[config.mk]
export PLATFORM = sky130hd
export DESIGN_NAME = key_input_fifo
export DESIGN_NICKNAME = d
export VERILOG_FILES = /design/src/rtl/key_input_fifo.sv
export SDC_FILE = /design/constraint.sdc
export NUM_CORES = 1
export LEC_CHECK = 0
export ABC_CLOCK_PERIOD_IN_PS = 5100
export CAP_MARGIN = 20
export CORE_MARGIN = 10
export CORE_UTILIZATION = 56
export CTS_CLUSTER_DIAMETER = 80
export DETAILED_ROUTE_END_ITERATION = 7
export HOLD_SLACK_MARGIN = 0.05
export PLACE_DENSITY_LB_ADDON = 0.25
export SLEW_MARGIN = 15
export SYNTH_ARGS = -nofsm -noshare
export SYNTH_HDL_FRONTEND = slang
export SYNTH_SLANG_ARGS = --single-unit
[constraint.sdc]
create_clock -name clk -period 5.1 [get_ports clk]
set_input_delay 0.51 -clock clk [delete_from_list [all_inputs] [get_ports clk]]
set_output_delay 0.51 -clock clk [all_outputs]
set_load 0.005 [all_outputs]
[src/rtl/key_input_fifo.sv]
// key_input_fifo: captures the slide-switch word on each key press (falling
// edge of the active-low key) into a small first-word-fall-through FIFO.
//
// Ports:
//   clk      - single clock, all state updates on rising edge
//   reset    - asynchronous active-high reset
//   key_n    - debounced, synchronised pushbutton, active-low
//   sw       - switch word captured on a press
//   rd_req   - consumer pop request (ignored while empty)
//   rd_data  - head entry, valid while rd_valid is high
//   rd_valid - FIFO holds at least one entry
//   full     - count == DEPTH
//   count    - number of stored entries
//   overflow - sticky: a press was dropped because the FIFO was full
//   clr_ovf  - synchronous clear for overflow (a same-cycle drop wins)
module key_input_fifo #(
  parameter int unsigned WIDTH = 8,
  parameter int unsigned DEPTH = 4
) (
  input  logic                       clk,
  input  logic                       reset,
  input  logic                       key_n,
  input  logic [WIDTH-1:0]           sw,
  input  logic                       rd_req,
  output logic [WIDTH-1:0]           rd_data,
  output logic                       rd_valid,
  output logic                       full,
  output logic [$clog2(DEPTH):0]     count,
  output logic                       overflow,
  input  logic                       clr_ovf
);

  localparam int unsigned AW = $clog2(DEPTH);
  localparam int unsigned CW = AW + 1;

  logic [WIDTH-1:0] mem [DEPTH];
  logic [AW-1:0]    wr_ptr;
  logic [AW-1:0]    rd_ptr;
  logic             prev;

  logic press;
  logic pop;
  logic push;
  logic ovf_event;

  // Falling edge of key_n; prev resets to 1 so a key held through reset
  // release still yields exactly one press.
  assign press = prev & ~key_n;

  // A pop frees a slot in the same cycle, so a press into a full FIFO
  // is accepted when it coincides with a pop.
  assign pop       = rd_req & rd_valid;
  assign push      = press & (~full | pop);
  assign ovf_event = press & full & ~pop;

  assign rd_valid = (count != CW'(0));
  assign full     = (count == CW'(DEPTH));
  assign rd_data  = mem[rd_ptr];

  // Key edge history
  always_ff @(posedge clk or posedge reset) begin
    if (reset) begin
      prev <= 1'b1;
    end else begin
      prev <= key_n;
    end
  end

  // Storage array; contents are intentionally not reset
  always_ff @(posedge clk) begin
    if (push) begin
      mem[wr_ptr] <= sw;
    end
  end

  // Pointers wrap naturally because DEPTH is a power of two
  always_ff @(posedge clk or posedge reset) begin
    if (reset) begin
      wr_ptr <= '0;
      rd_ptr <= '0;
    end else begin
      if (push) begin
        wr_ptr <= wr_ptr + AW'(1);
      end
      if (pop) begin
        rd_ptr <= rd_ptr + AW'(1);
      end
    end
  end

  // Explicit occupancy counter
  always_ff @(posedge clk or posedge reset) begin
    if (reset) begin
      count <= '0;
    end else begin
      case ({push, pop})
        2'b10:   count <= count + CW'(1);
        2'b01:   count <= count - CW'(1);
        default: count <= count;
      endcase
    end
  end

  // Sticky overflow; a drop in the same cycle as clr_ovf keeps it set
  always_ff @(posedge clk or posedge reset) begin
    if (reset) begin
      overflow <= 1'b0;
    end else if (ovf_event) begin
      overflow <= 1'b1;
    end else if (clr_ovf) begin
      overflow <= 1'b0;
    end
  end

endmodule

# [Word-level counts from Yosys, hierarchy flattened]
# Memory sizes are Yosys's and may differ from the RTL's.
# Index checks and enable logic that the tools add are counted.
[word_totals] register_bits=9 ramBits=32 inputBits=13 output_inout_bits=14 elab_cells=30 n_memories=1
[mem_list] name="mem" depth=4 width=8 rd=1 rd_ports_with_merged_regs=0 wr=1 line="36" source="logic [WIDTH-1:0] mem [DEPTH];"
[op_classes] add_sub_neg=4 n_eq_ne=3 n_mux=5 bitwise_logic=9 n_reduce_logical=3
[ops] cell="3-bit one-hot mux with 2 select lines" n=1
[ops] cell="1-bit AND" n=5
[ops] cell="2-bit by 1-bit adder with 2-bit output (second input constant)" n=2
[ops] cell="1-bit two-way mux" n=4
[ops] cell="2-bit nonzero test" n=2
[ops] cell="3-bit by 1-bit adder with 3-bit output (second input constant)" n=1
[ops] cell="3-bit == test (second input constant)" n=1
[ops] cell="1-bit NOT" n=3
[ops] cell="3-bit nonzero test" n=1
[ops] cell="3-bit by 1-bit subtractor with 3-bit output (second input constant)" n=1
[ops] cell="2-bit by 1-bit == test with 1-bit output (second input constant)" n=1
[ops] cell="2-bit == test (second input constant)" n=1
[ops] cell="1-bit OR" n=1

# [Logic depth before layout (Yosys ltp)]
[logic_depth] word_depth=6 ltp_mapped=9 mapped_depth_nobuf=9

# [Least setup slack after synthesis]
# No wires, ideal clock.
[synth_timing] kind="input -> register" startpoint="input port rd_req" endpoint="register count[2]" setup_ns=0.079 arrival_ns=2.180 required_time_ns=5.021 slack_ns=2.841 path_stages=9 n_path_buf=0 path_cell_list="or4b_1 nor3b_4 inv_1 ha_1 inv_1 fa_1 xor2_1 nor2_1 xor2_1"
[synth_via] elab_chain_len=5 elab_cells_between_ends=7 classes_between="2 x eq/ne; 1 x mux; 3 x bitwise; 1 x reduce/logical"
[synth_lines] item="start: declaration" line="24" source="input logic rd_req,"
[synth_lines] item="1-bit AND (*)" line="52" source="assign pop = rd_req & rd_valid;"
[synth_lines] item="1-bit OR" line="53" source="assign push = press & (~full | pop);"
[synth_lines] item="1-bit AND" line="53"
[synth_lines] item="2-bit by 1-bit == test with 1-bit output or 2-bit == test (tied branches)" line="96" source="case ({push, pop})"
[synth_lines] item="3-bit one-hot mux with 2 select lines or 2-bit nonzero test (tied branches)"
[synth_lines] item="end signal: assignment" line="97" source="2'b10: count <= count + CW'(1);"
[synth_lines] item="end signal: assignment" line="98" source="2'b01: count <= count - CW'(1);"
[synth_lines] item="end signal: assignment" line="99" source="default: count <= count;"
[synth_lines] item="end: declaration" line="28" source="output logic [$clog2(DEPTH):0] count,"
# Every way passes the cells marked *; elsewhere a longest branch is shown, timed or not.
# A chain may end at the register's enable or synchronous reset.

# [Final worst setup path]
[layout_timing] startpoint="register rd_ptr[0]" endpoint="output port rd_data[7]"
[layout_via] elab_chain_len=1
[layout_lines] item="start: declaration" line="38" source="logic [AW-1:0] rd_ptr;"
[layout_lines] item="start signal: assignment" line="86" source="rd_ptr <= rd_ptr + AW'(1);"
[layout_lines] item="memory read 4 x 8 bit"
[layout_lines] item="end: declaration" line="25" source="output logic [WIDTH-1:0] rd_data,"
# Every way passes these cells.

==> results.md <==
Status:
- The flow ran to the end, and the final reports show no timing, DRC or antenna violations.

Drt:
- The remaining routing DRC violations is 0.
- The highest routing layer actually used is met4.
- In this run the remaining antenna-violating nets after routing total 0.
- Wires add up to 2.92 mm.
- Dividing the detail-routed wire length by the instance count gives 19.6 um.
- The via count normalized by instance count is 5.40.
- Wire segments on met2 add up to 1.51 mm in the final route.
- The number of design-rule violations left by the first detailed-router iteration is 51.
- Before antenna repair, the detailed router went through 4 iterations.
- The detailed-routing wirelength on met1 is 1.20 mm.
- The total via count after detailed routing is 805.
- The detailed route wirelength on metal3 is 126 um.

Floorplan:
- The die covers 0.00556 mm^2.
- The starting utilization of the core area is 59.5%.
- The floorplan die height is 74.6 um.
- The die span in x is 74.6 um.
- The number of top-level pins is 27.
- The floorplan row count is 19.
- The total area inside the core boundary comes to 0.00281 mm^2.

Worst setup path:
- Data on the critical path is required at its endpoint by 4590 ps.
- The element type at the critical path start is a register.
- The worst path arrival time is 2150 ps.
- The maximum fanout encountered on the critical timing path is 10.
- The worst setup path is captured at an output port.
- The path type of the worst setup path is reg -> out.

Clocking:
- The later-pin clock latency in the skew report is 350 ps.
- After clock tree synthesis, the repair step resized 0 gates.
- The post-CTS setup-driven buffer insertion count is 0.
- The clock-pin slew of the registers on the worst-case setup and hold paths is 110 ps.
- In this run the number of H-tree levels came out at 2.
- The hold-fix buffer count after cts is 0.
- The longest clock path from root to sink contains 2 buffers.
- Clock tree synthesis found a total of 41 sinks.
- In this run, CTS created clock tree buffers numbering 5.
- TritonCTS built the clock tree.
- In this run the clock root is driven by a sky130_fd_sc_hd__clkbuf_4.

Power:
- The switching portion of total power is 29.0%.
- In this run the static leakage power is 0.730 nW.
- The total net switching power is 283 uW.
- The register share of total power is 50.2%.
- VDD sags by at most 0.335 mV.
- The proportion of power drawn by the clock network is 15.4%.
- In this run, the combinational gates consume 34.4% of the power.
- The post-route total power is 975 uW.
- Power spread over the standard cell area amounts to 485 mW/mm^2.
- The internal portion of the total power is 692 uW.

Placement:
- The congestion estimate from routability-driven global placement came to 0.776.
- At the placement stage, the worst setup path has a slack of 2280 ps.
- Input and output buffers added on the ports amount to 26.
- The HPWL after detailed placement is 2.19 mm.
- After detailed placement, the total cell area comes to 0.00196 mm^2.

Worst hold path:
- The min-delay analysis places its worst path in the category in -> async.

Timing:
- The worst-case clock skew is 6.91 ps.
- After layout, the worst setup slack is 2440 ps.
- Derived from the worst setup path, the maximum achievable clock frequency is 375 MHz.
- At the pin with the least slew margin, the transition time is 601 ps.
- The total count of max-transition violations in the final report is 0.
- Setup repair after global routing left no endpoint under its margin.
- The worst max-slew margin expressed relative to the limit is 60.0%.
- The final critical path time including I/O delays and setup is 2660 ps.
- The number of hold-slack violations in the final timing report is 0.
- After routing, the total negative slack on setup checks comes to 0 ps.
- The worst path uses 52.2% of the clock period.
- The number of setup violations in the final report is 0.

Final layout:
- The final design utilization is 71.6%.
- The post-route cell area is 0.00201 mm^2.
- After the last flow step, the layout net total stands at 136.
- The share of post-route cells with drive strength above 1 is 18.6%.
- The area growth from synthesis to layout is 20.3%.
- The repair_antennas step left the layout with diodes totalling 0.

Synth:
- The cell area that synthesis handed to floorplanning was 0.00167 mm^2.
- The portion of synthesized cell area occupied by the leading cell type is 57.6%.
- The cell taking the most area after synthesis is sky130_fd_sc_hd__edfxtp_1.
- The count of cell types in the netlist is 22.
- The gate count after technology mapping is 86.
- Averaged over all synthesized cells, the footprint is 19.4 um^2.
- Counting every net in the synthesized netlist gives 105.
- The count of synthesis-stage warnings from yosys is 0.
- Yosys attributes the largest share of cell area to sky130_fd_sc_hd__edfxtp_1, sky130_fd_sc_hd__dfrtp_1, sky130_fd_sc_hd__mux4_2.
- The number of flip-flops and latches in the synthesized netlist is 41.
- The sequential element share of the synthesized area is 71.1%.

GRT:
- Global routing used 11.8% of the available tracks.
- The number of antenna violations at the first check in global routing is 0.
- The global-route wire length before repair is 4.65 mm.
- Global routing finished with a remaining overflow of 0.
- The via count of the first global-routing pass is 907.
- The largest net degree at the start of global routing is 13.

Flow run:
- The tool flagged a number of max-cap violations equal to 0.
per-layer routing:
layer	vias up	GRT usage [%]
li1	387	-
met1	393	13.1
met5	-	0
met2	17	19.0
met4	0	8.19
met3	8	3.59
critical path, cell delays in order (launching register included):
cell and delay [ps]:
sky130_fd_sc_hd__dfrtp_1 740, sky130_fd_sc_hd__mux4_2 590, sky130_fd_sc_hd__clkdlybuf4s50_1 470
logic make-up after synthesis:
group	count (synthesis)	synth area share, %
flip-flops	41	71.1
multiplexers	10	12.3
AND/OR/NAND/NOR	10	4.80
AO/OA/AOI/OAI	2	1.12
buffers and inverters	11	2.55
adder cells (fa/ha/maj)	6	4.95
XOR/XNOR	6	3.15
synthesized netlist by cell type:
| library cell | n |
|---|---|
| sky130_fd_sc_hd__xnor2_1 | 3 |
| sky130_fd_sc_hd__buf_1 | 1 |
| sky130_fd_sc_hd__o31a_2 | 1 |
| sky130_fd_sc_hd__mux4_2 | 8 |
| sky130_fd_sc_hd__nor2_1 | 1 |
| sky130_fd_sc_hd__nand2_1 | 1 |
| sky130_fd_sc_hd__and3_1 | 1 |
| sky130_fd_sc_hd__xor2_1 | 3 |
| sky130_fd_sc_hd__buf_2 | 1 |
| sky130_fd_sc_hd__mux2i_1 | 1 |
| sky130_fd_sc_hd__dfstp_2 | 1 |
| sky130_fd_sc_hd__fa_1 | 1 |
| sky130_fd_sc_hd__dfrtp_1 | 8 |
| sky130_fd_sc_hd__ha_1 | 5 |
| sky130_fd_sc_hd__o32ai_1 | 1 |
| sky130_fd_sc_hd__mux2_4 | 1 |
| sky130_fd_sc_hd__or4b_1 | 1 |
| sky130_fd_sc_hd__or3_2 | 1 |
| sky130_fd_sc_hd__inv_1 | 9 |
| sky130_fd_sc_hd__edfxtp_1 | 32 |
| sky130_fd_sc_hd__nor3b_4 | 1 |
| sky130_fd_sc_hd__and2_2 | 4 |
registers in the layout (all words and copies together), names as in the netlist:
name and flops:
mem 32, count 3, rd_ptr 2, wr_ptr 2, overflow 1, prev 1
layout make-up:
| cell class | count | area [um^2] |
|---|---|---|
| Fill cell | 179 | 797 |
| Clock inverter | 1 | 3.75 |
| Multi-Input combinational cell | 34 | 439 |
| Tap cell | 31 | 38.8 |
| Clock buffer | 7 | 45.0 |
| Inverter | 9 | 33.8 |
| Timing Repair Buffer | 26 | 260 |
| Sequential cell | 41 | 1190 |
power groups by stage:
stage          clock [mW]  sequential, mW  combinational, mW
3_5_place_dp            0           0.500              0.342
5_1_grt             0.166           0.501              0.367
3_3_place_gp            0           0.493              0.329
4_1_cts             0.156           0.492              0.344
2_1_floorplan           0           0.454              0.213
6_report            0.151           0.489              0.335
final timing paths:
kind / from / endpoint / slack (ps) / cells after the start
worst min register to register: overflow$_DFFE_PP0P_ / overflow$_DFFE_PP0P_ / 540 / 2
min in group clk: overflow$_DFFE_PP0P_ / overflow$_DFFE_PP0P_ / 540 / 2
worst max register to register: count[0]$_DFFE_PP0P_ / count[2]$_DFFE_PP0P_ / 2720 / 9
max in group asynchronous: reset / prev$_DFF_PP1_ / 4370 / 2
worst max-delay path: rd_ptr[0]$_DFFE_PP0P_ / rd_data[7] / 2440 / 2
worst min-delay path: reset / wr_ptr[0]$_DFFE_PP0P_ / 430 / 2
layout by cell type (no fill, tap or decap), drive strengths merged, types with 3 or more instances in the layout:
cell type      netlist  layout
mux4                 8       8
clkdlybuf4s50        0      26
inv                  9       9
xnor2                3       3
and2                 4       4
dfrtp                8       8
clkbuf               0       7
edfxtp              32      32
xor2                 3       3
ha                   5       5
stage by stage:
stage,instances,hold slack [ps]
4_1_cts,149,434
3_5_place_dp,141,534
6_report,149,430
2_1_floorplan,86,337
5_1_grt,149,454
3_3_place_gp,141,528
No activity file was read; power rests on OpenSTA's default activity.
